<file path="src/rtl/regfile_pkg.sv">
// Shared register-file constants and the writeback request record used by
// the register file and its write arbiter.
package regfile_pkg;

  localparam int NUM_REGS = 32;
  localparam int ADDR_W   = 5;
  localparam int DATA_W   = 16;

  typedef struct packed {
    logic [ADDR_W-1:0] dest;
    logic [DATA_W-1:0] data;
  } wb_req_t;

  function automatic wb_req_t wb_pick(input logic sel1, input wb_req_t r0, input wb_req_t r1);
    return sel1 ? r1 : r0;
  endfunction

endpackage

</file>
<file path="src/rtl/rr_arbiter2.sv">
// Two-input round-robin arbiter; prio names the requester that wins a conflict
// and flips to the loser after every grant.
module rr_arbiter2 (
  input  logic       clk,
  input  logic       rst,
  input  logic [1:0] req,
  output logic [1:0] gnt
);

  logic prio_q;
  logic prio_d;

  always_comb begin
    gnt = req;
    if (req == 2'b11) begin
      gnt = prio_q ? 2'b10 : 2'b01;
    end
  end

  always_comb begin
    prio_d = prio_q;
    if (gnt[0]) begin
      prio_d = 1'b1;
    end else if (gnt[1]) begin
      prio_d = 1'b0;
    end
  end

  always_ff @(posedge clk or posedge rst) begin
    if (rst) begin
      prio_q <= 1'b0;
    end else begin
      prio_q <= prio_d;
    end
  end

endmodule

</file>
<file path="src/rtl/regfile_write_arbiter.sv">
// Shares the register-file write port between the ALU (0) and load unit (1).
// Define REGFILE_WB_SCOREBOARD_EN to build the per-register busy scoreboard.
module regfile_write_arbiter
  import regfile_pkg::*;
#(
  parameter int NUM_REGS = regfile_pkg::NUM_REGS,
  parameter int ADDR_W   = regfile_pkg::ADDR_W,
  parameter int DATA_W   = regfile_pkg::DATA_W
) (
  input  logic              clk,
  input  logic              rst,
  input  logic              wb0_valid,
  input  logic [ADDR_W-1:0] wb0_dest,
  input  logic [DATA_W-1:0] wb0_data,
  output logic              wb0_ready,
  input  logic              wb1_valid,
  input  logic [ADDR_W-1:0] wb1_dest,
  input  logic [DATA_W-1:0] wb1_data,
  output logic              wb1_ready,
  output logic              reg_write_en,
  output logic [ADDR_W-1:0] reg_write_dest,
  output logic [DATA_W-1:0] reg_write_data,
  input  logic              issue_en,
  input  logic [ADDR_W-1:0] issue_dest,
  input  logic [ADDR_W-1:0] rd_addr_1,
  input  logic [ADDR_W-1:0] rd_addr_2,
  output logic              busy_1,
  output logic              busy_2
);

  logic [1:0] gnt;
  wb_req_t    req0;
  wb_req_t    req1;
  wb_req_t    sel_req;

  logic              we_q,   we_d;
  logic [ADDR_W-1:0] dest_q, dest_d;
  logic [DATA_W-1:0] data_q, data_d;

  rr_arbiter2 u_arb (
    .clk (clk),
    .rst (rst),
    .req ({wb1_valid, wb0_valid}),
    .gnt (gnt)
  );

  // Ready is masked during reset so nothing can be accepted while rst is high.
  assign wb0_ready = gnt[0] & ~rst;
  assign wb1_ready = gnt[1] & ~rst;

  assign req0    = '{dest: wb0_dest, data: wb0_data};
  assign req1    = '{dest: wb1_dest, data: wb1_data};
  assign sel_req = wb_pick(gnt[1], req0, req1);

  always_comb begin
    we_d   = |gnt;
    dest_d = dest_q;
    data_d = data_q;
    if (|gnt) begin
      dest_d = sel_req.dest;
      data_d = sel_req.data;
    end
  end

  always_ff @(posedge clk or posedge rst) begin
    if (rst) begin
      we_q   <= 1'b0;
      dest_q <= '0;
      data_q <= '0;
    end else begin
      we_q   <= we_d;
      dest_q <= dest_d;
      data_q <= data_d;
    end
  end

  assign reg_write_en   = we_q;
  assign reg_write_dest = dest_q;
  assign reg_write_data = data_q;

`ifdef REGFILE_WB_SCOREBOARD_EN
  logic [NUM_REGS-1:0] sb_q, sb_d;

  // Set is applied after clear: a same-cycle reissue means a newer producer is pending.
  always_comb begin
    sb_d = sb_q;
    if (we_q) begin
      sb_d[dest_q] = 1'b0;
    end
    if (issue_en) begin
      sb_d[issue_dest] = 1'b1;
    end
  end

  always_ff @(posedge clk or posedge rst) begin
    if (rst) begin
      sb_q <= '0;
    end else begin
      sb_q <= sb_d;
    end
  end

  assign busy_1 = sb_q[rd_addr_1];
  assign busy_2 = sb_q[rd_addr_2];
`else
  logic unused_ok;
  assign unused_ok = ^{issue_en, issue_dest, rd_addr_1, rd_addr_2, 32'(NUM_REGS)};
  assign busy_1    = 1'b0;
  assign busy_2    = 1'b0;
`endif

endmodule

</file>
<file path="config.mk">
export PLATFORM = sky130hd
export DESIGN_NAME = regfile_write_arbiter
export DESIGN_NICKNAME = d
export VERILOG_FILES = /design/src/rtl/regfile_pkg.sv /design/src/rtl/rr_arbiter2.sv /design/src/rtl/regfile_write_arbiter.sv
export SDC_FILE = /design/constraint.sdc
export NUM_CORES = 1
export LEC_CHECK = 0
export ABC_AREA = 1
export ABC_CLOCK_PERIOD_IN_PS = 2050
export CAP_MARGIN = 10
export CORE_ASPECT_RATIO = 1.75
export CORE_UTILIZATION = 39
export CTS_CLUSTER_DIAMETER = 80
export DETAILED_ROUTE_END_ITERATION = 12
export PLACE_DENSITY_LB_ADDON = 0.05
export SLEW_MARGIN = 25
export SYNTH_ARGS = -nofsm -noshare
export SYNTH_HDL_FRONTEND = slang
export SYNTH_SLANG_ARGS = --single-unit
</file>
<file path="constraint.sdc">
create_clock -name clk -period 2.05 [get_ports clk]
set_clock_uncertainty 0.2 [all_clocks]
set_input_delay 0.41 -clock clk [delete_from_list [all_inputs] [get_ports clk]]
set_output_delay 0.41 -clock clk [all_outputs]
set_load 0.05 [all_outputs]
</file>
## After elaboration in Yosys (flattened, before gate mapping)

Index checks and enable logic that the tools add are counted.

- Input port bits: 62
- Word-level logic and storage cells: 15
- Register bits after elaboration: 23
- Output and inout bits: 26

- Bitwise gates (word level): 3
- Equality and inequality tests: 1
- Reductions and logical operators: 2
- Muxes and demuxes: 5

Operators with widths:

| kind | count |
|---|---|
| $mux 21 | 1 |
| $mux 2 | 2 |
| $and 1x1->1 | 2 |
| $eq 2x2->1 const B | 1 |
| $mux 1 | 2 |
| $reduce_bool 2->1 | 1 |
| $reduce_or 2->1 | 1 |
| $not 1->1 | 1 |

## Depth between registers and ports, before layout

Gate-level depths: netlist of the first run.

- Depth after elaboration: 4
- Mapped depth: 7
- Depth with buffers taken out: 6

## Cells and area by module

A second synthesis of the first run with hierarchy kept.

- Cells, all modules: 137
- Area, all modules: 1,083.5 um2

Modules (own cells, without submodules):

| module | times used | cells an instance | area each (um2) | sequential area each (um2) |
|---|---|---|---|---|
| regfile_write_arbiter | 1 | 124 | 1,008.5 | 550.5 |
| rr_arbiter2 | 1 | 13 | 75.1 | 25.0 |

## Worst setup path before layout of the first run

No wires, ideal clock.

- Kind: in2out
- Start: input port wb0_valid
- End: output port wb1_ready
- Data required time: 1.440 ns
- Stages on the path: 5
- Path slack: -0.051 ns
- Arrival time: 1.491 ns
- Path buffers: 2
- Path through: buf_6 nand2_4 nand2_4 buf_12 nor2_1

- Longest elaborated chain between the ends: 3

RTL lines:

| what | line | source |
|---|---|---|
| start: declaration | regfile_write_arbiter.sv:12 | `input logic wb0_valid,` |
| $eq 2x2->1 | rr_arbiter2.sv:15 | `if (req == 2'b11) begin` |
| $mux 2 | rr_arbiter2.sv:15 |  |
| $and 1x1->1 | regfile_write_arbiter.sv:49 | `assign wb1_ready = gnt[1] & ~rst;` |
| end: declaration | regfile_write_arbiter.sv:19 | `output logic wb1_ready,` |

Every way passes these cells.

## Worst setup path in the final report of the first run

- Start: register we_q (netlist: reg_write_en)
- End: output port reg_write_en

RTL lines:

| what | line | source |
|---|---|---|
| start: declaration | regfile_write_arbiter.sv:36 | `logic we_q, we_d;` |
| start signal: assignment | regfile_write_arbiter.sv:71 | `we_q <= we_d;` |
| end: declaration | regfile_write_arbiter.sv:20 | `output logic reg_write_en,` |

No word-level cell between the ends.

==> out/metrics.csv, run 1 <==
metric,value,unit
outcome,"finished, final reports clean",
routed len/inst,10.2,um
Pleak,1.19,nW
unrepaired setup endpoints after global routing,no,
max-cap violations,0,
FF/Latch Area,576,um^2
met3 usage,3.15,%
GR Util met1,19.9,%
CTS tree,yes,
dpl hpwl,2530,um
mapped cell area,0.00137,mm^2
Antenna Cells,0,
Worst Hold Class,register to register,
GP Congestion,0.727,
"Worst Path Class, Setup",register to output pin,
Final Setup Violations,0,
"CP delay by family, top",buffers and inverters,
total negative setup slack,0,ns
"commonest non-fill, non-tap cell in the layout",nand2_1,
DR vias/cell,4.23,
final core occ,63.2,%
GRT Total Usage,19.0,%
worst reg-to-reg path cell count,7,
sequential share of the synthesized area,41.9,%
Clock Tree Buf Depth,2,
hold depth,2,
fin cells,314,
Placed Cells incl. Taps,310,
crit end category,output pin,
clock-pin slew on the worst setup and hold paths,0.08,ns
CP required,1.44,ns
CP arrival,1.36,ns
crit path buf inv count,1,
site row count,28,
CP Max Fanout,1,
TritonCTS Buffers,3,
vias in the first global route,1256,
final hold violation count,0,
root buffer cell,clkbuf_8,
fin. max-slew vios,0,
largest net degree at the start of global routing,18,
Peak supply drop,0.000479,V
Placed Area,0.00208,mm^2
"Period Utilization, post-route",96.3,%
Post-Place Worst Slack,-0.0117,ns
initial antenna violation count,0,
worst-path cell chain,clkdlybuf4s50_1,
drt drc,0,
H-tree levels,1,
GRT Max-Usage Layer,met2,
most frequent cells in the layout,"103 x nand2_1, 44 x clkdlybuf4s50_1, 34 x buf_4, 23 x inv_1, 23 x dfrtp_1",
Setup crit start kind,register,
critical path's slowest cell,clkdlybuf4s50_1,
Mean Syn Cell Area,7.11,um^2
Synth Register Bits,23,
area growth from synthesis to layout,54.9,%
Mapped Cells,193,
global-route wire length before repair,5260,um
worst setup margin,0.0769,ns
post-synthesis cell type count,15,
Yosys warning total,0,
setup bufs post-CTS,0,
Final Net Count,332,
clock latency on the worst-skew pair,0.26,ns
hold_buf cts,0,
FMAX,0.507,GHz
Pwr Density,664,mW/mm^2
post-cts resize count,1,
fraction of layout cells with a size suffix above 1,24.5,%
Die Area,0.00377,mm^2
die height,80.5,um
routed wire length,3190,um
Initial Utilization,40.8,%
CP max stage delay,0.79,ns
post-route cell area,0.00213,mm^2
PortBufs,69,
met2 Usage GRT,35.8,%
DRT Pass-1 Iters,2,
routed vias,1329,
area of the multi-input gates,602,um^2
Die Wd,46.8,um
GR Overflow Total,0,
number of top-level pins,88,
Core ar.,0.00336,mm^2
filler instances,324,
Clock Sinks,23,
remaining antenna violation count,0,
DR iter-0 viols,23,
Levels on crit path,1,
min Tclk post-route,1.97,ns
==> logic make-up after synthesis <==
family / Yosys count / synth area share (%)
simple gates: 133 / 42.6
compound gates: 1 / 0.364
flops: 23 / 41.9
buf+inv: 35 / 14.9
other cells: 1 / 0.273
==> synth_stat cells <==
master	count	share of area [%]
nand3_1	4	1.5
buf_2	2	0.73
o21ai_0	1	0.36
buf_12	2	2.9
dfrtp_1	23	42
buf_4	4	2.2
conb_1	1	0.27
inv_1	23	6.3
inv_2	1	0.27
nor2_4	1	0.82
buf_6	3	2.5
nand2_4	3	2.5
nand2_1	103	28
nand2_2	20	9.1
nor2_1	2	0.55
==> routing by layer <==
| layer | vias up | wire length, um |
|---|---|---|
| met3 | 2 | 170 |
| met1 | 584 | 1240 |
| met4 | 0 | 23 |
| met5 | - | 0 |
| li1 | 701 | - |
| met2 | 42 | 1750 |
==> through the flow <==
| stage | hold WS [ns] | total power, W |
|---|---|---|
| 2_1_floorplan | 0.212 | 0.000936 |
| 3_3_place_gp | 0.264 | 0.00115 |
| 3_5_place_dp | 0.266 | 0.00116 |
| 4_1_cts | 0.287 | 0.00143 |
| 5_1_grt | 0.308 | 0.00150 |
| 6_report | 0.282 | 0.00141 |
==> worst paths after layout <==
check                                   from           endpoint  slack, ns
max                             reg_write_en       reg_write_en       0.08
min                        reg_write_data[9]  reg_write_data[9]       0.28
max reg2reg                     u_arb.prio_q  reg_write_dest[4]       0.64
min reg2reg                reg_write_data[9]  reg_write_data[9]       0.28
max in group asynchronous                rst  reg_write_data[1]       0.93
min in group asynchronous                rst  reg_write_data[5]       0.30
==> final cells by class <==
class | count | share of cell area, %
multi-input combinational | 136 | 28.3
clock buffer | 4 | 2.12
inverter | 24 | 4.24
timing repair buffer | 82 | 35.6
sequential | 23 | 27.1
tap | 45 | 2.65
==> power by group <==
part / leakage, nW / switching (W) / total, W / internal (W)
registers: 0.272 / 0.0000314 / 0.000541 / 0.000510
logic: 0.893 / 0.000370 / 0.000597 / 0.000227
clock network: 0.0228 / 0.000134 / 0.000273 / 0.000138
total: 1.19 / 0.000536 / 0.00141 / 0.000875
==> state kept, by name, indices dropped and copies added, names as in the netlist <==
register	cells
reg_write_data	16
reg_write_dest	5
reg_write_en	1
u_arb.prio_q	1
No activity file was read; power rests on OpenSTA's default activity.
==> inputs of run 2 (changes only) <==
--- a/config.mk
+++ b/config.mk
@@ -6,10 +6,11 @@
 export NUM_CORES = 1
 export LEC_CHECK = 0
 export ABC_AREA = 1
-export ABC_CLOCK_PERIOD_IN_PS = 2050
+export ABC_CLOCK_PERIOD_IN_PS = 2100
 export CAP_MARGIN = 10
 export CORE_ASPECT_RATIO = 1.75
-export CORE_UTILIZATION = 39
+export CORE_UTILIZATION = 37
+export CTS_BUF_LIST = sky130_fd_sc_hd__clkbuf_2
 export CTS_CLUSTER_DIAMETER = 80
 export DETAILED_ROUTE_END_ITERATION = 12
 export PLACE_DENSITY_LB_ADDON = 0.05
==> constraint.sdc (replaced) <==
create_clock -name clk -period 2.1 [get_ports clk]
set_clock_uncertainty 0.2 [all_clocks]
set_input_delay 0.42 -clock clk [delete_from_list [all_inputs] [get_ports clk]]
set_output_delay 0.42 -clock clk [all_outputs]
set_load 0.05 [all_outputs]
==> out/metrics.csv, run 2 (synthesis gave the netlist of run 1 again) <==
metric,value,unit
Clock Tree Buf Depth,2,
Final Setup Violations,0,
Core ar.,0.00347,mm^2
r2r setup slk,0.76,ns
GR Overflow Total,0,
reg2reg end,reg_write_data[13],
Comb power frac,45.1,%
PortBufs,69,
Sw Share,40.5,%
H-tree levels,1,
Clock Sinks,23,
DR iter-0 viols,11,
GRT Total Usage,17.3,%
Initial Utilization,39.6,%
remaining antenna violation count,0,
outcome,"finished, final reports clean",
FMAX,0.533,GHz
post-route cell area,0.00210,mm^2
CP arrival,1.26,ns
"commonest non-fill, non-tap cell in the layout",nand2_1,
DR vias/cell,4.18,
min Tclk post-route,1.88,ns
die height,82.6,um
Int Pwr,0.000761,W
largest net degree at the start of global routing,21,
Peak supply drop,0.000398,V
drt drc,0,
Worst Hold Class,input pin to async pin,
most frequent cells in the layout,"103 x nand2_1, 43 x clkdlybuf4s50_1, 26 x buf_4, 23 x inv_1, 23 x dfrtp_1",
TritonCTS Buffers,3,
FF/Latch Area,576,um^2
clock latency on the worst-skew pair,0.32,ns
worst r2r src,u_arb.prio_q,
dpl hpwl,2450,um
clock-pin slew on the worst setup and hold paths,0.20,ns
max-cap violations,0,
routed len/inst,10.2,um
initial antenna violation count,0,
Reg power frac,41.2,%
final core occ,60.5,%
clock power share,13.8,%
Net Sw Power,0.000518,W
Antenna Cells,0,
CP Max Fanout,3,
fraction of layout cells with a size suffix above 1,21.6,%
CP required,1.48,ns
Pleak,1.18,nW
Placed Area,0.00209,mm^2
final hold violation count,0,
Die Wd,48.0,um
CTS tree,yes,
filler instances,337,
number of top-level pins,88,
GP Congestion,0.727,
fin. max-slew vios,0,
Pwr Density,609,mW/mm^2
area of the multi-input gates,599,um^2
"Period Utilization, post-route",89.4,%
Setup crit start kind,input pin,
max reg flops,16,
"Worst Path Class, Setup",input pin to output pin,
setup bufs post-CTS,0,
crit end category,output pin,
vias in the first global route,1185,
global-route wire length before repair,4910,um
worst reg-to-reg path cell count,7,
Final Net Count,331,
routed wire length,3180,um
Die Area,0.00397,mm^2
area growth from synthesis to layout,52.9,%
root buffer cell,clkbuf_2,
unrepaired setup endpoints after global routing,no,
site row count,28,
DRT Pass-1 Iters,2,
routed vias,1307,
==> run 2: power by group through the flow <==
stage	Sequential (W)	Clock (W)	Combinational (W)
2_1_floorplan	0.000721	0	0.000192
3_3_place_gp	0.000535	0	0.000593
3_5_place_dp	0.000535	0	0.000598
4_1_cts	0.000526	0.000188	0.000585
5_1_grt	0.000534	0.000203	0.000623
6_report	0.000526	0.000176	0.000576
==> run 2: repair_timing <==
item,in CTS,in global routing
resized for setup,9,1
hold buffers,0,0
gates cloned,0,0
setup endpoints to repair,9,2
==> run 2: worst max path at each step <==
| stage | startpoint | endpoint |
|---|---|---|
| 2_1_floorplan | wb1_valid | wb0_ready |
| 4_1_cts | wb0_valid | wb0_ready |
| 3_5_place_dp | wb1_valid | wb0_ready |
| 3_3_place_gp | wb0_valid | wb0_ready |
| 5_1_grt | u_arb.prio_q | wb0_ready |
| 6_report | rst | wb0_ready |
==> run 2: through the flow <==
step | instances | total power, W | hold slack, ns | TNS [ns] | setup slack (ns)
after floorplan | 194 | 0.000913 | 0.222 | 0 | 0.0172
after global placement | 309 | 0.00113 | 0.264 | 0 | 0.00448
after detailed placement | 309 | 0.00113 | 0.265 | -0.00192 | -0.00192
after CTS | 313 | 0.00130 | 0.232 | 0 | 0.00917
after global routing | 313 | 0.00136 | 0.237 | 0 | 0.138
final | 313 | 0.00128 | 0.253 | 0 | 0.223
==> run 2: layer usage <==
metal / GRT usage, % / up-vias / share of wire (%)
met3: 1.96 / 4 / 4.7
met4: 6.67 / 0 / 1.3
met1: 16.5 / 556 / 39
met5: 0 / - / 0
li1: - / 699 / -
met2: 34.3 / 48 / 55
==> run 2: critical path, cell delays in order <==
cell and delay, ns:
clkdlybuf4s50_1 0.46, nor2_1 0.21, buf_12 0.16
==> run 2: area by class of cell <==
cell class,instances,share of cell area (%)
timing repair buffer,81,36.1
multi-input combinational,136,28.6
sequential,23,27.4
inverter,24,4.29
tap,45,2.68
clock buffer,4,0.954
